<file path="config.mk">
export PLATFORM = sky130hd
export DESIGN_NAME = cordic_scheduler
export DESIGN_NICKNAME = d
export VERILOG_FILES = /design/src/rtl/cordic_sched_pkg.sv /design/src/rtl/rr_arbiter.sv /design/src/rtl/cordic_scheduler.sv
export SDC_FILE = /design/constraint.sdc
export NUM_CORES = 1
export LEC_CHECK = 0
export ABC_CLOCK_PERIOD_IN_PS = 3900
export CELL_PAD_IN_SITES_DETAIL_PLACEMENT = 1
export CELL_PAD_IN_SITES_GLOBAL_PLACEMENT = 2
export CORE_MARGIN = 8
export CORE_UTILIZATION = 29
export DETAILED_ROUTE_END_ITERATION = 10
export MAX_ROUTING_LAYER = met4
export PLACE_DENSITY_LB_ADDON = 0.2
export SYNTH_ARGS = -nofsm -noshare
export SYNTH_HDL_FRONTEND = slang
export SYNTH_SLANG_ARGS = --single-unit
export TNS_END_PERCENT = 5
</file>
<file path="constraint.sdc">
create_clock -name clock -period 3.9 [get_ports clock]
set_input_delay 1.17 -clock clock [delete_from_list [all_inputs] [get_ports clock]]
set_output_delay 1.17 -clock clock [all_outputs]
set_load 0.02 [all_outputs]
</file>
<file path="src/rtl/cordic_sched_pkg.sv">
// cordic_sched_pkg: shared types and defaults for the CORDIC scheduler
package cordic_sched_pkg;
  localparam int CORDIC_LAT_DEFAULT = 8;
  // Tag IDs are sized for the largest supported requester count; the top truncates to ID_W.
  localparam int TAG_ID_W = 8;
  typedef enum logic [1:0] {IDLE, RUN, DRAIN} sched_state_t;
  typedef struct packed {
    logic valid;
    logic [TAG_ID_W-1:0] id;
  } tag_t;
endpackage

</file>
<file path="src/rtl/rr_arbiter.sv">
// rr_arbiter: round-robin one-hot arbiter with a registered rotating start pointer
module rr_arbiter #(
  parameter int NUM_REQ = 3,
  parameter int ID_W = 3
) (
  input  logic clock,
  input  logic reset,
  input  logic en,
  input  logic [NUM_REQ-1:0] req,
  output logic [NUM_REQ-1:0] gnt,
  output logic gnt_valid,
  output logic [ID_W-1:0] gnt_id
);
  logic [ID_W-1:0] ptr;
  logic [NUM_REQ-1:0] rot;
  always_comb begin
    rot = NUM_REQ'({req, req} >> ptr);
    gnt_valid = 1'b0;
    gnt_id = '0;
    for (int i = NUM_REQ - 1; i >= 0; i--)
      if (en && rot[i]) begin
        gnt_valid = 1'b1;
        gnt_id = ID_W'(int'(ptr) + i >= NUM_REQ ? int'(ptr) + i - NUM_REQ : int'(ptr) + i);
      end
    gnt = gnt_valid ? NUM_REQ'(1) << gnt_id : '0;
  end
  always_ff @(posedge clock or negedge reset)
    if (!reset) ptr <= '0;
    else if (gnt_valid) ptr <= gnt_id == ID_W'(NUM_REQ - 1) ? '0 : gnt_id + ID_W'(1);
endmodule

</file>
<file path="src/rtl/cordic_scheduler.sv">
// cordic_scheduler: round-robin sharing of one CORDIC pipeline; CORDIC_SCHED_STATS_EN adds per-requester grant counters
module cordic_scheduler
  import cordic_sched_pkg::*;
#(
  parameter int NUM_REQ = 3,
  parameter int CORDIC_LAT = CORDIC_LAT_DEFAULT,
  parameter int ID_W = 3
) (
  input  logic clock,
  input  logic reset,
  input  logic i_enable,
  input  logic [NUM_REQ-1:0] i_req,
  input  logic [4*NUM_REQ-1:0] i_I_req,
  input  logic [4*NUM_REQ-1:0] i_Q_req,
  output logic [NUM_REQ-1:0] o_gnt,
  output logic [3:0] o_cordic_I,
  output logic [3:0] o_cordic_Q,
  output logic o_cordic_reset,
  input  logic [15:0] i_cordic_angle,
  output logic [NUM_REQ-1:0] o_res_valid,
  output logic [15:0] o_res_angle,
  output logic [ID_W-1:0] o_res_id,
  output logic o_idle
`ifdef CORDIC_SCHED_STATS_EN
  ,
  input  logic i_stats_clr,
  output logic [16*NUM_REQ-1:0] o_grant_cnt
`endif
);
  sched_state_t state, state_nx;
  logic run, busy, gnt_valid;
  logic [ID_W-1:0] gnt_id;
  tag_t tags [CORDIC_LAT+1];
  rr_arbiter #(.NUM_REQ(NUM_REQ), .ID_W(ID_W)) u_arb (
    .clock(clock),
    .reset(reset),
    .en(run),
    .req(i_req),
    .gnt(o_gnt),
    .gnt_valid(gnt_valid),
    .gnt_id(gnt_id)
  );
  always_comb begin
    busy = |o_res_valid;
    for (int i = 0; i <= CORDIC_LAT; i++) busy = busy | tags[i].valid;
    run = state == RUN && i_enable;
    o_idle = state == IDLE;
    state_nx = i_enable ? RUN : (state == IDLE || (state == DRAIN && !busy)) ? IDLE : DRAIN;
  end
  always_ff @(posedge clock or negedge reset)
    if (!reset) state <= IDLE;
    else state <= state_nx;
  // The last tag stage lines up with i_cordic_angle, so the result register samples both together.
  always_ff @(posedge clock or negedge reset)
    if (!reset) begin
      o_cordic_I <= '0;
      o_cordic_Q <= '0;
      o_cordic_reset <= 1'b1;
      o_res_valid <= '0;
      o_res_angle <= '0;
      o_res_id <= '0;
      for (int i = 0; i <= CORDIC_LAT; i++) tags[i] <= '0;
    end else begin
      o_cordic_I <= gnt_valid ? 4'(i_I_req >> {gnt_id, 2'b00}) : '0;
      o_cordic_Q <= gnt_valid ? 4'(i_Q_req >> {gnt_id, 2'b00}) : '0;
      o_cordic_reset <= state_nx == IDLE;
      tags[0] <= '{valid: gnt_valid, id: TAG_ID_W'(gnt_id)};
      for (int i = 1; i <= CORDIC_LAT; i++) tags[i] <= tags[i-1];
      o_res_valid <= tags[CORDIC_LAT].valid ? NUM_REQ'(1) << tags[CORDIC_LAT].id : '0;
      if (tags[CORDIC_LAT].valid) begin
        o_res_angle <= i_cordic_angle;
        o_res_id <= ID_W'(tags[CORDIC_LAT].id);
      end
    end
`ifdef CORDIC_SCHED_STATS_EN
  logic [NUM_REQ-1:0][15:0] cnt;
  assign o_grant_cnt = cnt;
  always_ff @(posedge clock or negedge reset)
    if (!reset) cnt <= '0;
    else
      for (int i = 0; i < NUM_REQ; i++)
        if (i_stats_clr) cnt[i] <= '0;
        else if (o_gnt[i] && cnt[i] != 16'hFFFF) cnt[i] <= cnt[i] + 16'd1;
`endif
endmodule

</file>
# Word-level counts from Yosys, hierarchy flattened
# Cells that the tools add are included.
# Widths: inputs -> output; s select.
[totals]
register_bits = 72
in_bits = 46
[op_classes]
n_addsub = 6
magnitude_cmp = 3
eq_ne = 3
n_shift = 5
mux = 16
bitwise_logic = 9
n_reduce_logical = 10
[op_table]
columns = ["cell", "n"]
rows = [
  ["$mux 3", 9],
  ["$shr 12x5->4", 2],
  ["$or 1x1->1", 9],
  ["$ge 4x2->1 const B", 2],
  ["$mux 4", 2],
  ["$shl 1x3->3 const A", 2],
  ["$shr 6x3->3", 1],
  ["$sub 3x3->3 const B", 2],
  ["$logic_and 1x1->1", 5],
  ["$add 3x1->4 const B", 1],
  ["$add 3x2->4 const B", 1],
  ["$logic_not 2->1", 2],
  ["$mux 2", 2],
  ["$add 3x1->3 const B", 1],
  ["$eq 3x2->1 const B", 1],
  ["$ge 3x2->1 const B", 1],
  ["$mux 1", 3],
  ["$reduce_or 3->1", 1],
  ["$sub 3x2->3 const B", 1],
  ["$eq 2x1->1 const B", 1],
  ["$eq 2x2->1 const B", 1],
  ["$logic_not 1->1", 1],
  ["$logic_or 1x1->1", 1],
]

# Longest topological paths before layout
[depth]
depth_word = 16
ltp_mapped = 11

# By module
# From an unflattened synthesis, not the netlist that was laid out.
[hier_totals]
cells_unflattened = 232
hier_area_um2 = 2990.4
[modules_own_cells]
columns = ["module", "instances", "cells_each", "area_per_inst_um2", "seq_area_each_um2"]
rows = [
  ["cordic_scheduler", 1, 142, 2294.7, 1727.9],
  ["rr_arbiter", 1, 90, 695.7, 75.1],
]

# Least setup slack after synthesis
# No wires, ideal clock.
[synth_path]
path_type = "input to output"
start = "input i_req[1]"
end = "output o_gnt[1]"
arrival_time_ns = 2.898
path_slack_ns = -0.168
cell_stages = 7
n_path_buf = 1
path_cell_list = "or4b_4 -> a41oi_4 -> a211oi_2 -> a211oi_4 -> buf_8 -> inv_2 -> nor2_1"
[synth_between]
elab_chain_cells = 7
[synth_rtl]
columns = ["element", "line", "rtl"]
rows = [
  ["start: declaration", "cordic_scheduler.sv:12", "input logic [NUM_REQ-1:0] i_req,"],
  ["$shr 6x3->3 *", "rr_arbiter.sv:17", "rot = NUM_REQ'({req, req} >> ptr);"],
  ["$logic_and 1x1->1", "rr_arbiter.sv:21", "if (en && rot[i]) begin"],
  ["$mux 3 (2 in series)", "rr_arbiter.sv:21", ""],
  ["$mux 3 *", "rr_arbiter.sv:21", ""],
  ["via gnt_id[0]", "cordic_scheduler.sv:32", "logic [ID_W-1:0] gnt_id;"],
  ["$shl 1x3->3 *", "rr_arbiter.sv:25", "gnt = gnt_valid ? NUM_REQ'(1) << gnt_id : '0;"],
  ["$mux 3 *", "rr_arbiter.sv:25", ""],
  ["end: declaration", "cordic_scheduler.sv:15", "output logic [NUM_REQ-1:0] o_gnt,"],
]
# The timed path passes the listed nets; every way through them passes the cells marked *.

# Worst setup path in the final report
# Same ends and word-level chain as after synthesis.

==> results.ini <==
[worst_setup_path]
slowest_delay_ps=490
required_ps=2730
r2r_end=o_cordic_I[1]
critPathTopFamily=simple AND/OR/NAND/NOR gates
reg2reg_depth=13
worst_ep_arrival_time_ps=2840
worstPathCellList=buf_8, or4b_4, a41oi_4, a211oi_2, a211oi_4, buf_4, nand3b_4, nor2_4, buf_6
critPathBufInv=3
r2r_start=u_arb.ptr[0]
reg2reg_setup_slack_ps=1040
slowest_stage=or4b_4
path_max_fanout=5
worstSetupPathType=in2out
end_kind=output pin
cp.depth=9
startpoint_type=input pin

[yosys]
syn_area_mm2=0.00301
synth_cells=219
synth.distinct_cells=50
synth_warnings=0
synth_top_cell_by_area=dfrtp_1
synth_top_area_share=0.590
syn_area_per_cell_um2=13.7
yosysSeqAreaShare=0.599
synth_nets=272
ys_ff_latch=72
synthTopCellsByArea=dfrtp_1, mux2_2, mux2i_1

[floorplan]
ioPinCount=81
initial_core_util=0.295
core_area_mm2=0.0102
die_area_mm2=0.0139
row_count=37
die_w_um=118
die_h_um=118

[min_path]
hold_class=reg2reg
hp-start=tags[36]
hold_path_end=tags[27]
min_path_cells=0

[placement]
post_dp_cell_area_mm2=0.00420
pre_cts_ws_ps=-1020
io_buffers=80
place.gp.congestion=0.836
dp_hpwl_um=5520

[sta]
fmax_ghz=0.249
final.min_clock_period_ps=4010
finalSetupViolations=3
rsz0062_at_grt=true
worst_slack_ps=-109
fin_crit_sh=1.03
skew_ps=7.40
finalMaxSlewViolations=0
hold_viol=0
worst_pin_slew_ps=895
slew_headroom=0.403

[grt]
grt_start_max_net_pins=73
grt_use_met1=0.134
track_usage=0.116
grt_pass1_wl_um=12900
first_global_vias=2551
grtUsageMet2=0.185
use_met3=0.0480
antenna_found_initial=0
grt.overflow.total=0
grt_busiest_layer=met2

[clock_tree]
clk_path_buf_depth=2
clkTransAtPathRegs_ps=70
cts_tree=built
clk_latency_ps=330
cts_buffers=9
htree_levels=3
clock_sinks=72
root_buffer=clkbuf_8
hold_buffers=0

[cells_and_area]
insertedDiodeCount=0
nFillCells=1102
fin_util=0.443
multiInputGateArea_mm2=0.00122
stdcell_area_mm2=0.00451
drive_above_1_share=0.304
nNetsFinal=390
final-seq-area_mm2=0.00180
area_growth_pct=49.8

[drt]
routedWlPerCell_um=15.3
routed_wl_um=7300
drc=0
drtAntennaViolNets=0
via_count=2174
via_per_inst=4.55
drt-pass1-iter-count=4
drtIter0Drc=73

[pwr]
comb_power_share=0.061
pwr-share-seq=0.532
power.density_mw_per_mm2=312
internal_power_mw=1.10
p_clk_frac=0.407
p_leak_nw=2.01
p_sw_frac=0.220
switching_power_mw=0.309
ir_drop_mv=0.206
total_power_mw=1.41

[outcome]
violations=setup timing
outcome=complete, but fails checks

[flow_run]
maxCapViolations=0

[power groups by stage]
stage | Combinational, mW | Sequential (mW) | Clock, mW
detailed placement | 0.0848 | 0.764 | 0
global placement | 0.0831 | 0.763 | 0
finish | 0.0860 | 0.749 | 0.573
CTS | 0.0866 | 0.749 | 0.603
floorplan | 0.0123 | 0.764 | 0
global route | 0.0952 | 0.749 | 0.633
[synth_stat cells (all sizes together)]
master and instances:
dfrtp 71, or3 1, o32a 1, nor4bb 2
a221o 1, nand3b 2, xnor2 1, nand2 5
dfstp 1, nor2b 3, clkbuf 3, nand4b 1
or2b 1, mux2i 11, o21ai 3, nand3 10
a221oi 1, a211oi 7, nand4bb 2, o22a 1
nor4b 1, o21bai 2, xor2 1, o221ai 1
nand2b 7, mux2 20, a21oi 6, nor4 3
o2bb2ai 1, o22ai 10, or3b 1, a21o 2
o21a 1, a41oi 1, or2 1, ha 7
inv 6, buf 5, o211ai 2, or4b 1
nor2 12
[stage by stage]
step	hold slack (ps)	cells	TNS [ps]
after floorplan	331	219	-9.71
after CTS	352	478	-472
after global routing	357	478	-451
after detailed placement	337	459	-3000
after global placement	334	459	-2910
final	349	478	-280
[per-layer routing]
layer,part of all wire,vias to the layer above
met5,0,-
met2,0.47,74
met4,0.0086,0
li1,-,1028
met1,0.45,1065
met3,0.072,7
[area by class of cell]
class,instances,area share
multi-input cells,133,0.271
well taps,136,0.0377
repair buffers,115,0.242
clock buffers,10,0.0283
clock inverters,6,0.0153
flip-flops and latches,72,0.400
inverters,6,0.00500
[logic make-up after synthesis]
| family | share of synthesized area |
|---|---|
| buf+inv | 0.0270 |
| compound gates | 0.122 |
| mux | 0.111 |
| flops | 0.599 |
| simple gates | 0.105 |
| fa+ha+maj | 0.0291 |
| xor+xnor | 0.00582 |
[worst max path at each step]
stage	start	to
after CTS	i_req[1]	o_gnt[0]
after global placement	i_req[2]	o_gnt[1]
after detailed placement	i_req[2]	o_gnt[1]
after floorplan	i_req[1]	o_gnt[2]
after global routing	i_req[1]	o_gnt[1]
final	i_req[1]	o_gnt[1]
[sequential cells by signal, indices dropped and copies added (netlist names)]
signal	count
u_arb.ptr	3
o_res_angle	16
o_res_id	3
o_cordic_reset	1
o_res_valid	3
o_cordic_I	4
state	2
tags	36
o_cordic_Q	4
[layout by cell type (no fill, tap or decap), types with 2 or more instances in the layout]
cell type / instances
buf_6: 6
clkdlybuf4s50_1: 73
o22ai_1: 4
o211ai_1: 2
nor2_1: 9
nand2_1: 5
clkbuf_8: 9
a211oi_1: 2
nand2b_1: 6
a211oi_4: 3
o21bai_1: 2
inv_1: 5
nand3_1: 10
nor4_1: 3
mux2_2: 20
ha_1: 7
nor2b_1: 3
o21ai_0: 3
clkinv_4: 2
dfrtp_1: 71
buf_4: 33
a21o_1: 2
nor4bb_1: 2
a21oi_1: 6
a211oi_2: 2
nor2_4: 3
mux2i_1: 9
o22ai_2: 6
[repair_timing]
item	in CTS	in global routing
buffers inserted	3	0
pin swaps	8	3
setup endpoints to repair	3	3
resized for setup	43	3
gates cloned	0	0
hold endpoints to repair	0	0
Power figures use the tool's default switching activity.
==> RTL change 1, RTL diff (same flow settings) <==
Build with the macro `CORDIC_SCHED_STATS_EN` defined.
--- a/src/rtl/cordic_scheduler.sv
+++ b/src/rtl/cordic_scheduler.sv
@@ -1,3 +1,5 @@
 // cordic_scheduler: round-robin sharing of one CORDIC pipeline; CORDIC_SCHED_STATS_EN adds per-requester grant counters
+`define CORDIC_SCHED_STATS_EN
+
 module cordic_scheduler
   import cordic_sched_pkg::*;
Ports: changed (added i_stats_clr and o_grant_cnt); port bits go from 81 to 130. No check against the original RTL was run, so the function may have changed too.
==> RTL change 1 against the unedited design <==
Design area grew 92%. Count of clock-buffer cells in the layout grew 9. Sequential cell count is 48 higher. Largest power group is now clock. Non-clock buffer count rose by 56. Highest routed layer unchanged. Sequential power increased by 67%. Total power is 110% higher. Hold slack worse by 0.0022 ns. Routed wire length rose to 2.5 times the old value. Worst setup slack improved by 0.15 ns. Global-route usage up 3.5 points. Final cell count up 110%. Synthesized area rose by 99%.
==> RTL change 1: results <==
metrics = {
    "outcome": {
        "status": "complete, no violations",
    },
    "cts": {
        "htree_levels": 4,
        "clkTransAtPathRegs_ns": 0.06,
        "cts_buffers": 17,
        "cts-root-buf": "clkbuf_16",
        "clk_latency_ns": 0.42,
        "cts_buffer_depth": 2,
    },
    "critical_path": {
        "worstSetupEndpoint": "o_gnt[0]",
        "critPathMaxStageDelay_ns": 0.38,
        "r2r.worst_path.cells": 11,
        "r2r-start": "u_arb.ptr[0]",
        "r2r_end": "o_grant_cnt[26]",
        "r2r_slack_ns": 0.72,
        "crit_path_top_delay_cell": "or3b_4",
        "critPathLaunch": "i_req[0]",
        "cp.arrival_ns": 2.69,
        "crit_path_max_fanout": 4,
    },
    "timing": {
        "skew_ns": 0.00771,
        "slew_headroom_pct": 35.9,
        "tns_ns": 0,
    },
    "placed_design": {
        "dp_cells": 958,
        "portBuffers": 129,
        "gp_congestion": 0.816,
        "dp_hpwl_um": 12600,
    },
    "synth": {
        "syn_inst": 557,
        "synth_area_leaders": "dfrtp_1, mux2_2, nor2b_1",
        "synth.net_count": 614,
        "ys_types": 64,
        "synthTopCellsByCount": "dfrtp_1, nor2_1, mux2_2",
        "yosys_warnings": 0,
        "yosysSeqAreaShare_pct": 50.1,
        "synth-main-ff-cell": "dfrtp_1",
        "async_flop_share_pct": 100,
    },
    "global_route": {
        "grt_pass1_wl_um": 30300,
        "grt_max_degree": 84,
        "antenna_found_initial": 0,
        "track_usage_pct": 15.2,
        "grt_pass1_vias": 5494,
    },
    "cells_and_area": {
        "largest_reg_flops": 48,
        "antennaDiodeCount": 0,
        "drive_above_1_share_pct": 21.7,
        "fill_cells": 2220,
        "nets": 772,
        "final_cell_count_no_fill": 998,
    },
    "routing": {
        "first_pass_iters": 4,
        "drc_errors": 0,
        "via_per_inst": 5.02,
        "drt-initial-drc-count": 216,
        "wl_per_cell_um": 18.4,
    },
    "power_and_ir_drop": {
        "p_leak_nw": 3.62,
        "ir_worst_vdd_uv": 295,
    },
    "hold_path": {
        "min_path_type": "register to register",
    },
}
RTL change 1: cell count changes after synthesis, moves of 13 or more:
| cell | before | now |
|---|---|---|
| mux2_2 | 20 | 38 |
| dfrtp_1 | 71 | 119 |
| nor2_1 | 12 | 43 |
| nor3_1 | 0 | 23 |
| nor2b_1 | 3 | 33 |
| nand3_1 | 10 | 26 |
| mux2_1 | 0 | 13 |
| nand2_1 | 5 | 31 |
| clkbuf_1 | 2 | 19 |
| nor4_1 | 3 | 22 |
| or4_1 | 0 | 14 |
RTL change 1: kinds of logic after synthesis:
group	Yosys count	synth area share (%)
AOI/OAI and AO/OA	59	7.30
xor gates and xnor gates	6	0.876
adders and majority gates	10	2.09
buffers and inverters	41	3.19
DFF	120	50.1
muxes	70	12.8
and+or+nand+nor	251	23.6
RTL change 1: how the worst min path moves through the flow:
stage	cells past startpoint	slack, ns	startpoint	end
6_report	0	0.35	tags[29]	tags[20]
3_5_place_dp	0	0.34	tags[9]	tags[0]
5_1_grt	0	0.36	tags[74]	tags[65]
2_1_floorplan	0	0.33	tags[9]	tags[0]
4_1_cts	0	0.35	tags[9]	tags[0]
3_3_place_gp	0	0.33	tags[29]	tags[20]
RTL change 1: metal layers:
layer	vias up	track usage [%]	share of wire (%)
met5	-	-	0
met4	0	4.63	1.5
met3	12	4.83	4.7
met2	113	24.4	49
met1	2526	17.9	45
li1	2359	-	-
RTL change 1: through the flow:
| step | power (mW) | instance area [um2] | setup slack [ns] |
|---|---|---|---|
| floorplan | 1.30 | 6030 | -0.0243 |
| global placement | 1.39 | 7770 | -0.920 |
| detailed placement | 1.39 | 7770 | -1.06 |
| CTS | 3.06 | 8600 | 0.0173 |
| global route | 3.13 | 8630 | -0.0212 |
| finish | 3.01 | 8630 | 0.0380 |
RTL change 1: repair_timing:
item,4_1_cts,5_1_grt
hold buffers,0,0
gates cloned,1,0
endpoints found under the setup margin,3,3
setup buffers,6,1
pin swaps,12,6
gates resized for setup,55,7
RTL change 1: worst max-delay path, delay by kind of cell:
kind                   cells  cell delay (ns)
and+or+nand+nor            4             0.65
buffers and inverters      3             0.37
AOI/OAI and AO/OA          2             0.50
RTL change 1: cell type report:
cell class	instances	area [um2]	share of cell area (%)
tap	270	338	3.91
multi-input combinational	396	2960	34.3
clock inverter	13	170	1.97
inverter	9	36.3	0.420
clock buffer	19	453	5.25
timing repair buffer	171	1670	19.4
sequential	120	3000	34.8
RTL change 1: report_power, final:
group | internal (mW) | switching, mW | total, mW | leakage (nW)
combinational | 0.0608 | 0.0639 | 0.125 | 1.67
sequential | 1.25 | 0.00137 | 1.25 | 1.66
clock | 1.04 | 0.592 | 1.63 | 0.284
==> RTL change 2, RTL diff (same flow settings) <==
Without the edit above. The 3 states of `sched_state_t` get a one-hot encoding in 3 bits.
--- a/src/rtl/cordic_sched_pkg.sv
+++ b/src/rtl/cordic_sched_pkg.sv
@@ -4,5 +4,5 @@
   // Tag IDs are sized for the largest supported requester count; the top truncates to ID_W.
   localparam int TAG_ID_W = 8;
-  typedef enum logic [1:0] {IDLE, RUN, DRAIN} sched_state_t;
+  typedef enum logic [2:0] {IDLE = 3'b001, RUN = 3'b010, DRAIN = 3'b100} sched_state_t;
   typedef struct packed {
     logic valid;
Behaviour: no difference found for any inputs over 10 cycles, from zero or initial values and one cycle with reset low; not proved beyond that.
==> RTL change 2 against the unedited design <==
The run still ends with setup timing left. Combinational power rose by 5.1%. Synthesized area rose by 0.67%. Count of clock-buffer cells in the layout fell by 1. Via count rose by 8.4%. Total power rose by 2.1%. Non-clock buffer count rose by 25. Worst setup slack got worse by 0.043 ns. Sequential cell count did not move. Design area rose by 6.1%. Maximum frequency fell by 1.0%. Routed wire length rose by 12%. Critical path type unchanged. Critical endpoint unchanged. Largest cell class unchanged. Largest power group unchanged. Highest routed layer unchanged.
==> RTL change 2: results <==
metrics = {
    "outcome": {
        "status": "complete, but fails checks",
        "violations": "setup timing",
    },
    "placed_design": {
        "dp_hpwl_um": 5540,
        "gp_congestion": 0.779,
        "place_ws_ns": -1.05,
        "placed_area_um2": 4240,
        "dp_cells": 465,
    },
    "critical_path": {
        "r2r_slack_ns": 0.29,
        "r2r-start": "u_arb.ptr[0]",
        "r2r.worst_path.cells": 22,
        "critPathLaunch": "i_req[0]",
        "crit_path_top_delay_cell": "or2_4",
        "crit_path_max_fanout": 4,
        "critPathMaxStageDelay_ns": 0.28,
        "cp.arrival_ns": 2.88,
        "r2r_end": "u_arb.ptr[2]",
    },
    "cts": {
        "cts_buffer_depth": 2,
    },
    "cells_and_area": {
        "fin_area_um2": 4780,
        "final_cell_count_no_fill": 504,
        "nets": 416,
        "fill_cells": 1073,
        "drive_above_1_share_pct": 36.1,
    },
    "timing": {
        "skew_ns": 0.0111,
        "setup_viol": 3,
        "tns_ns": -0.446,
        "tightest_slew_ns": 0.887,
        "setup_ws_ns": -0.151,
        "timing.hold.ws_ns": 0.344,
    },
    "routing": {
        "drt-initial-drc-count": 54,
        "wl_per_cell_um": 16.2,
        "wl_met3_um": 523,
        "via_per_inst": 4.67,
        "wl_met2_um": 3840,
        "met1_length_um": 3680,
    },
    "power_and_ir_drop": {
        "ir_worst_vdd_uv": 170,
    },
    "synth": {
        "synth_area_leaders": "dfrtp_1, mux2_2, a211oi_1",
        "synthTopCellsByCount": "dfrtp_1, mux2_2, a211oi_1",
        "yosysSeqAreaShare_pct": 59.5,
        "syn_area_per_cell_um2": 13.6,
        "synth.net_count": 275,
    },
    "global_route": {
        "grt_pass1_wl_um": 13800,
        "track_usage_pct": 12.5,
        "grt_pass1_vias": 2715,
    },
    "hold_path": {
        "min_from": "tags[36]",
        "min_path_type": "register to register",
    },
}
RTL change 2: worst max-delay path: cells and delay by family:
kind                   cells  cell delay, ns
and+or+nand+nor            3            0.61
AOI/OAI and AO/OA          3            0.54
buffers and inverters      4            0.37
muxes                      1            0.18
RTL change 2: report_power, final:
| group | switching [mW] | internal (mW) |
|---|---|---|
| sequential | 0.00194 | 0.748 |
| combinational | 0.0350 | 0.0554 |
| clock | 0.294 | 0.303 |
RTL change 2: cell type report:
type                            count  area share, %
Inverter                            5          0.602
Multi-Input combinational cell    135           26.3
Timing Repair Buffer              140           27.6
Sequential cell                    72           37.7
Tap cell                          136           3.56
Clock inverter                      7           1.62
Clock buffer                        9           2.59
RTL change 2: cells by family (layout without fill, tap and decap cells):
group                    count (synthesis)  in the layout  synth area share [%]
AO/OA/AOI/OAI                           41             41                  11.3
XOR/XNOR                                 1              1                 0.289
adder cells (fa/ha/maj)                  7              7                  2.89
buffers and inverters                   15            161                  3.30
flip-flops                              72             72                  59.5
multiplexers                            33             33                  12.0
AND/OR/NAND/NOR                         53             53                  10.7
RTL change 2: worst max-delay path by stage:
| stage | to | slack [ns] |
|---|---|---|
| 4_1_cts | o_gnt[1] | -0.05 |
| 3_3_place_gp | o_gnt[0] | -1.01 |
| 5_1_grt | o_gnt[2] | -0.24 |
| 6_report | o_gnt[1] | -0.15 |
| 2_1_floorplan | o_gnt[0] | 0.0007 |
| 3_5_place_dp | o_gnt[0] | -1.05 |
RTL change 2: timing repair:
item | 4_1_cts | 5_1_grt
pin swaps | 10 | 14
endpoints found under the setup margin | 3 | 6
buffers inserted | 19 | 9
gates resized for setup | 56 | 15
RTL change 2: metal layers:
metal	vias to the layer above	GRT usage, %
li1	1098	-
met5	-	-
met2	76	19.5
met3	11	3.66
met1	1171	15.0
met4	0	4.72
